<file path="config.mk">
export PLATFORM = sky130hd
export DESIGN_NAME = io_tx_unit
export DESIGN_NICKNAME = d
export VERILOG_FILES = /design/src/rtl/io_pkg.sv /design/src/rtl/out_fifo.sv /design/src/rtl/io_tx_unit.sv
export SDC_FILE = /design/constraint.sdc
export NUM_CORES = 1
export LEC_CHECK = 0
export ABC_AREA = 1
export BUFFER_PORTS_ARGS = -buffer_cell sky130_fd_sc_hd__clkbuf_2
export CORE_MARGIN = 10
export CORE_UTILIZATION = 40
export DETAILED_ROUTE_END_ITERATION = 6
export PLACE_DENSITY = 0.6
export SYNTH_ARGS = -nofsm -noshare
export SYNTH_HDL_FRONTEND = slang
export SYNTH_HIERARCHICAL = 1
export SYNTH_SLANG_ARGS = --single-unit
</file>
<file path="constraint.sdc">
create_clock -name clk -period 3.49 [get_ports clk]
set_input_delay 0.1745 -clock clk [delete_from_list [all_inputs] [get_ports clk]]
set_output_delay 0.1745 -clock clk [all_outputs]
set_load 0.05 [all_outputs]
</file>
<file path="src/rtl/io_pkg.sv">
// Shared types and constants for the core's output-side UART transmit path.
package io_pkg;

    typedef enum logic [1:0] {
        IDLE,
        START,
        DATA,
        STOP
    } tx_state_e;

    localparam int UART_DATA_BITS = 8;

    function automatic int fifo_ptr_w(input int depth);
        return $clog2(depth);
    endfunction

endpackage

</file>
<file path="src/rtl/out_fifo.sv">
// Byte FIFO between the core's out port and the UART serialiser; head data is
// visible combinationally so the transmitter can load it on the pop edge.
module out_fifo
    import io_pkg::*;
#(
    parameter int  DEPTH = 16,
    parameter int  WIDTH = 8,
    localparam int AW    = fifo_ptr_w(DEPTH)
) (
    input  logic             clk,
    input  logic             rst_n,
    input  logic             push,
    input  logic [WIDTH-1:0] push_data,
    input  logic             pop,
    output logic [WIDTH-1:0] head,
    output logic             full,
    output logic             empty,
    output logic [AW:0]      count
);

    logic [WIDTH-1:0] mem [DEPTH];
    logic [AW:0]      wr_ptr;
    logic [AW:0]      rd_ptr;
    logic             do_push;
    logic             do_pop;

    // The extra pointer MSB tells a wrapped (full) FIFO from an empty one.
    assign empty   = (wr_ptr == rd_ptr);
    assign full    = (wr_ptr[AW] != rd_ptr[AW]) && (wr_ptr[AW-1:0] == rd_ptr[AW-1:0]);
    assign count   = wr_ptr - rd_ptr;
    assign do_push = push && !full;
    assign do_pop  = pop && !empty;
    assign head    = mem[rd_ptr[AW-1:0]];

    always_ff @(posedge clk) begin
        if (!rst_n) begin
            wr_ptr <= '0;
            rd_ptr <= '0;
        end else begin
            if (do_push) wr_ptr <= wr_ptr + 1'b1;
            if (do_pop)  rd_ptr <= rd_ptr + 1'b1;
        end
    end

    // NOTE: storage has no reset; the pointers alone define which entries are valid.
    always_ff @(posedge clk) begin
        if (do_push) mem[wr_ptr[AW-1:0]] <= push_data;
    end

endmodule

</file>
<file path="src/rtl/io_tx_unit.sv">
// Output I/O block: buffers bytes issued by the core and sends them as 8N1 UART
// frames, back-pressuring the core while the buffer is full.
module io_tx_unit
    import io_pkg::*;
#(
    parameter int CLK_PER_BIT = 868,
    parameter int FIFO_DEPTH  = 16
) (
    input  logic        clk,
    input  logic        rst_n,
    input  logic        out_issued,
    input  logic [31:0] out_data,
    output logic        out_stall,
    output logic        txd,
    output logic        tx_busy,
    output logic [31:0] sent_bytes
);

    localparam int                    AW        = fifo_ptr_w(FIFO_DEPTH);
    localparam int                    BW        = $clog2(CLK_PER_BIT);
    localparam logic [BW-1:0]         BAUD_LAST = BW'(CLK_PER_BIT - 1);
    localparam logic [2:0]            LAST_BIT  = 3'(UART_DATA_BITS - 1);
    localparam logic [AW:0]           FULL_CNT  = (AW+1)'(FIFO_DEPTH);

    tx_state_e                 state;
    logic [BW-1:0]             baud_cnt;
    logic [2:0]                bit_idx;
    logic [UART_DATA_BITS-1:0] shift_reg;
    logic [UART_DATA_BITS-1:0] fifo_head;
    logic                      fifo_full;
    logic                      fifo_empty;
    logic [AW:0]               fifo_count;
    logic                      baud_last;
    logic                      push;
    logic                      pop;
    logic [23:0]               unused_data_hi;

    assign unused_data_hi = out_data[31:8];

    // Stall comes from the FIFO pointers only, so there is no path from out_issued.
    assign out_stall = (fifo_count == FULL_CNT);
    assign push      = out_issued && !fifo_full;
    assign baud_last = (baud_cnt == BAUD_LAST);
    assign pop       = !fifo_empty && ((state == IDLE) || ((state == STOP) && baud_last));

    out_fifo #(
        .DEPTH (FIFO_DEPTH),
        .WIDTH (UART_DATA_BITS)
    ) u_fifo (
        .clk       (clk),
        .rst_n     (rst_n),
        .push      (push),
        .push_data (out_data[UART_DATA_BITS-1:0]),
        .pop       (pop),
        .head      (fifo_head),
        .full      (fifo_full),
        .empty     (fifo_empty),
        .count     (fifo_count)
    );

    // NOTE: all state here is sequential, so every assignment is non-blocking.
    always_ff @(posedge clk) begin
        if (!rst_n) begin
            state      <= IDLE;
            baud_cnt   <= '0;
            bit_idx    <= '0;
            shift_reg  <= '0;
            txd        <= 1'b1;
            tx_busy    <= 1'b0;
            sent_bytes <= '0;
        end else begin
            unique case (state)
                IDLE: begin
                    if (!fifo_empty) begin
                        state     <= START;
                        shift_reg <= fifo_head;
                        baud_cnt  <= '0;
                        txd       <= 1'b0;
                        tx_busy   <= 1'b1;
                    end else begin
                        txd     <= 1'b1;
                        tx_busy <= 1'b0;
                    end
                end
                START: begin
                    if (baud_last) begin
                        state     <= DATA;
                        bit_idx   <= '0;
                        baud_cnt  <= '0;
                        txd       <= shift_reg[0];
                        shift_reg <= shift_reg >> 1;
                    end else begin
                        baud_cnt <= baud_cnt + 1'b1;
                    end
                end
                DATA: begin
                    if (baud_last) begin
                        baud_cnt <= '0;
                        if (bit_idx == LAST_BIT) begin
                            state <= STOP;
                            txd   <= 1'b1;
                        end else begin
                            bit_idx   <= bit_idx + 3'd1;
                            txd       <= shift_reg[0];
                            shift_reg <= shift_reg >> 1;
                        end
                    end else begin
                        baud_cnt <= baud_cnt + 1'b1;
                    end
                end
                STOP: begin
                    if (baud_last) begin
                        sent_bytes <= sent_bytes + 32'd1;
                        baud_cnt   <= '0;
                        // Back-to-back frames: reload straight into START, no idle bit.
                        if (!fifo_empty) begin
                            state     <= START;
                            shift_reg <= fifo_head;
                            txd       <= 1'b0;
                        end else begin
                            state   <= IDLE;
                            tx_busy <= 1'b0;
                        end
                    end else begin
                        baud_cnt <= baud_cnt + 1'b1;
                    end
                end
                default: begin
                    state   <= IDLE;
                    txd     <= 1'b1;
                    tx_busy <= 1'b0;
                end
            endcase
        end
    end

endmodule

</file>
# Word-level counts from Yosys, hierarchy flattened
# Memories as Yosys holds them, arrays and structs flattened. A register that Yosys moved wholly into a read port is not among the register bits.
# Index checks and enable logic that the tools add are counted.
dict set report op_classes {
  reduce_logical 19
  n_addsub 6
  n_eq_ne 17
  muxes 35
}
# op count
set op_table {}
lappend op_table {{$mux W8} 5}
lappend op_table {{$add A32 B1 Y32 const B} 1}
lappend op_table {{$pmux W8 S4} 1}
lappend op_table {{$mux W10} 2}
lappend op_table {{$pmux W10 S2} 1}
lappend op_table {{$ne A2 B2 Y1 const B} 8}
lappend op_table {{$mux W1} 12}
lappend op_table {{$reduce_and A4 Y1} 3}
lappend op_table {{$add A10 B1 Y10 const B} 1}
lappend op_table {{$add A5 B1 Y5 const B} 2}
lappend op_table {{$eq A10 B10 Y1 const B} 1}
lappend op_table {{$mux W2} 5}
lappend op_table {{$mux W3} 3}
lappend op_table {{$mux W4} 2}
lappend op_table {{$pmux W2 S4} 1}
lappend op_table {{$logic_and A1 B1 Y1} 6}
lappend op_table {{$pmux W3 S2} 1}
lappend op_table {{$eq A5 B5 Y1} 1}
lappend op_table {{$eq A5 B5 Y1 const B} 1}
lappend op_table {{$reduce_and A5 Y1} 1}
lappend op_table {{$sub A5 B5 Y5} 1}
lappend op_table {{$eq A2 B2 Y1 const B} 2}
lappend op_table {{$eq A4 B4 Y1} 1}
lappend op_table {{$pmux W1 S4} 1}
lappend op_table {{12 further kinds} 14}
dict set report totals {
  register_bits 67
  out_inout_bits 35
  ram_bits 128
  mem_count 1
}
# name depth width rd rd_clocked_by_memory_dff write_ports line_no
set mem_list {}
lappend mem_list {u_fifo.mem 16 8 1 1 1 out_fifo.sv:21} ;# logic [WIDTH-1:0] mem [DEPTH];

# Longest topological paths before layout
dict set report depth {
  depth_word 7
  depth_mapped 14
  ltp_nobuf 13
}

# Cells and area by module
# Netlist, hierarchy kept.
# mod cells_per_inst area_per_inst_um2 instances
set by_module_without_submodules {}
lappend by_module_without_submodules {out_fifo 657 6501.2 1}
lappend by_module_without_submodules {io_tx_unit 511 3268.1 1}

# Worst setup path after synthesis
# Ideal clock, no wire load.
dict set report synth_path {
  kind {flip-flop to flip-flop}
  startpoint {register u_fifo.rd_ptr[2]}
  endpoint {memory u_fifo.mem[0][0] (enable)}
  period_less_slack_ns 2.622
  path_slack_ns 0.868
  stages_incl_launch_ff 13
  t_arrival_ns 2.252
  setup_time_ns 0.370
  cell_sequence {dfxtp_1 clkbuf_1 inv_1 ha_1 nand2_2 nor2_4 nand2_4 inv_1 nor2_1 nand2_8 inv_8 nand2_4 nor2_1}
}
dict set report synth_via {
  elab_chain_len 7
}
# item line_no
set synth_lines {}
lappend synth_lines {{start, declared} out_fifo.sv:23} ;# logic [AW:0] rd_ptr;
lappend synth_lines {{start signal, assigned} out_fifo.sv:41} ;# if (do_pop) rd_ptr <= rd_ptr + 1'b1;
lappend synth_lines {{$eq A4 B4 Y1} out_fifo.sv:29} ;# assign full = (wr_ptr[AW] != rd_ptr[AW]) && (wr_ptr[AW-1:0] == rd_ptr[AW-1:0]);
lappend synth_lines {{$logic_and A1 B1 Y1} out_fifo.sv:29}
lappend synth_lines {{via fifo_full} io_tx_unit.sv:30} ;# logic fifo_full;
lappend synth_lines {{$logic_not A1 Y1} io_tx_unit.sv:42} ;# assign push = out_issued && !fifo_full;
lappend synth_lines {{$logic_and A1 B1 Y1} io_tx_unit.sv:42}
lappend synth_lines {{via push} io_tx_unit.sv:34} ;# logic push;
lappend synth_lines {{$logic_and A1 B1 Y1} out_fifo.sv:31} ;# assign do_push = push && !full;
lappend synth_lines {{$mux W1} out_fifo.sv:47} ;# if (do_push) mem[wr_ptr[AW-1:0]] <= push_data;
lappend synth_lines {{$mux W1 (not written as such)} out_fifo.sv:47}
lappend synth_lines {{end, declared} out_fifo.sv:21}
# The timed path passes the listed nets, and every way through them passes these cells.

# Final worst setup path
dict set report layout_path {
  startpoint {register u_fifo.wr_ptr[0]}
  endpoint {memory u_fifo.mem[13][4] (enable)}
}
dict set report layout_via {
  elab_chain_len 7
}
# item line_no
set layout_lines {}
lappend layout_lines {{start, declared} out_fifo.sv:22} ;# logic [AW:0] wr_ptr;
lappend layout_lines {{start signal, assigned} out_fifo.sv:40} ;# if (do_push) wr_ptr <= wr_ptr + 1'b1;
lappend layout_lines {{$eq A4 B4 Y1} out_fifo.sv:29}
lappend layout_lines {{$logic_and A1 B1 Y1} out_fifo.sv:29}
lappend layout_lines {{via fifo_full} io_tx_unit.sv:30}
lappend layout_lines {{$logic_not A1 Y1} io_tx_unit.sv:42}
lappend layout_lines {{$logic_and A1 B1 Y1} io_tx_unit.sv:42}
lappend layout_lines {{via push} io_tx_unit.sv:34}
lappend layout_lines {{$logic_and A1 B1 Y1} out_fifo.sv:31}
lappend layout_lines {{$mux W1} out_fifo.sv:47}
lappend layout_lines {{$mux W1 (not written as such)} out_fifo.sv:47}
# The timed path passes the listed nets, and every way through them passes these cells.

==> out/metrics.yaml <==
floorplanning:
  placeableCoreArea_mm2: 0.02418
  start_util: 0.4041
  ios: 70
  die-area_mm2: 0.03107
  fp.dieW_um: 176.3
  dieHeight_um: 176.3
  num_rows: 57
cts:
  cts_buffers: 17
  clk_pin_slew_ps: 80
  cts_root_buffer: "clkbuf_16"
  clkLatencyLatePin_ps: 440
  cts_resized: 0
  cts.path.max_buffers: 2
  cts_hold_buf: 0
  post_cts_buffers: 0
  clkSinkCount: 199
  cts_tree: "yes"
  htree_num_levels: 4
placed_design:
  place.gp.congestion: 0.8085
  place_area_mm2: 0.01029
  portBuffers: 45
  detailed_place_hpwl_um: 15060
routing:
  wl_um: 22240
  dr.pass1.iters: 5
  drtAntennaViolNets: 0
  drc: 0
  drt-initial-drc-count: 438
  wl_per_cell_um: 14.43
  vias: 7489
  viasPerCell: 4.860
logic_synthesis:
  ys_seq_area_frac: 0.5389
  synth_top_area_frac: 0.3934
  yosys.area.top_type: "edfxtp_1"
  ys_ff_latch: 199
  ys_warn_count: 6
  ys_types: 39
  synth_cells: 1168
  yosys-top-cells-area: "edfxtp_1 (39%), dfxtp_1 (15%), nand2_1 (12%)"
  syn_area_mm2: 0.009769
  synth_fp_nets: 1222
  synth.avg_cell_area_um2: 8.364
finish:
  area_growth_pct: 11.19
  final_layout_size_suffix_gt1_frac: 0.1085
  fin_area_mm2: 0.01086
  diodes: 0
  fillers: 2348
  final_common_cell: "nand2_1"
  nets: 1258
  final_cell_mix: "nand2_1 (318), inv_1 (168), nand3_1 (156)"
  largest_reg_flops: 128
setup_path:
  crit_type: "reg2reg"
  crit_arrival_ps: 2970
  required_ps: 3560
  start_kind: "flop"
  reg2reg_from: "u_fifo/wr_ptr[0]"
  worstSetupEndpointType: "flop"
  path_max_fanout: 8
  critPathLaunch: "u_fifo/wr_ptr[0]"
sta:
  finalSetupViolations: 0
  skew_ps: 13.53
  period_share: 0.8319
  drv_slew: 0
  fmax_mhz: 344.4
  fin_crit_ps: 2903
  relSlewSlack: 0.4916
  rsz0062_at_grt: "false"
  tightest_slew_ps: 762.6
  tns_ps: 0
  finalHoldViolations: 0
pwr:
  power.leakage_nw: 4.610
  p_per_area_mw_per_mm2: 589.1
  vdd_ir_drop_max_mv: 0.3095
  p_total_mw: 6.399
run:
  maxCapViolCount: 0
min_path:
  hp-class: "in2reg"
  min_from: "rst_n"
status:
  status: "finished, final reports clean"
grt:
  grt_max_degree: 65
  grt_pass1_vias: 7099
  antenna_found_initial: 0
  grt_pass1_wl_um: 36300
  grt.total_usage: 0.1450
  grt_overflow: 0
path summary, 6_finish.rpt:
path | end | slack [ps] | cells past startpoint
setup / recovery | u_fifo/mem[13][4] | 590 | 11
hold / removal | sent_bytes[20] | 170 | 3
setup reg to reg | u_fifo/mem[13][4] | 590 | 11
hold reg to reg | shift_reg[6] | 480 | 2
area by class of cell:
| class | instances | area, µm² | area share |
|---|---|---|---|
| clock inverter | 15 | 151.4 | 0.01394 |
| timing repair buffer | 57 | 315.3 | 0.02903 |
| tap | 324 | 405.4 | 0.03732 |
| inverter | 173 | 656.9 | 0.06047 |
| sequential | 199 | 5266 | 0.4848 |
| multi-input combinational | 756 | 3642 | 0.3353 |
| clock buffer | 17 | 425.4 | 0.03916 |
synth_stat cells:
cell	number
a21boi_0	2
a21oi_1	47
a21oi_2	3
a22oi_1	1
and2_1	1
and3_1	1
buf_1	4
buf_2	23
buf_4	7
clkbuf_1	6
dfxtp_1	71
edfxtp_1	128
fa_1	1
ha_1	18
inv_1	168
inv_2	4
inv_8	1
mux2i_1	7
nand2_1	318
nand2_2	8
nand2_4	7
nand2_8	1
nand3_1	156
nand3_2	1
nand4_1	18
nand4_4	1
nor2_1	112
nor2_2	12
nor2_4	3
nor3_1	8
o211a_1	1
o211ai_1	1
o21a_1	2
o21ai_0	14
o21ai_1	3
o21ai_2	1
or2_2	1
xnor2_1	1
xor2_1	6
kinds of logic (layout without fill, tap and decap cells):
group                      Yosys count  count (layout)  synth area share
AOI/OAI and AO/OA                   75              75           0.04201
xor gates and xnor gates             7               7          0.006276
adders and majority gates           19              19           0.02510
buffers and inverters              213             262           0.08824
DFF                                199             199            0.5389
muxes                                7               7          0.007172
and+or+nand+nor                    648             648            0.2923
routing by layer:
layer,global-route usage,vias up,part of all wire
li1,-,3841,-
met1,0.1868,3522,0.47
met4,0.04168,0,0.0097
met5,0,-,0
met2,0.2439,108,0.49
met3,0.02606,18,0.034
worst max-delay path, cell delays in order (launching register included):
cell and delay [ps]:
dfxtp_1 480, inv_1 150, ha_1 340, nand2_1 110
nor2_4 60, nand2_4 100, inv_1 50, nor2_1 390
nand2_8 130, inv_8 120, nand2_4 70, nor2_1 530
stage by stage:
step,setup WS (ps),utilization,hold slack (ps),cells
detailed placement,589.3,0.4255,471.7,1509
global route,375.0,0.4493,210.6,1541
finish,586.8,0.4493,167.2,1541
floorplan,867.7,-,273.4,1168
CTS,581.1,0.4493,161.9,1541
global placement,655.7,0.4255,460.4,1509
where the power goes:
group	internal (mW)	leakage [nW]	switching [mW]
clock	0.954	0.281	0.954
combinational	0.564	2.60	1.23
sequential	2.61	1.73	0.0922
total	4.13	4.61	2.27
Power figures use the tool's default switching activity.
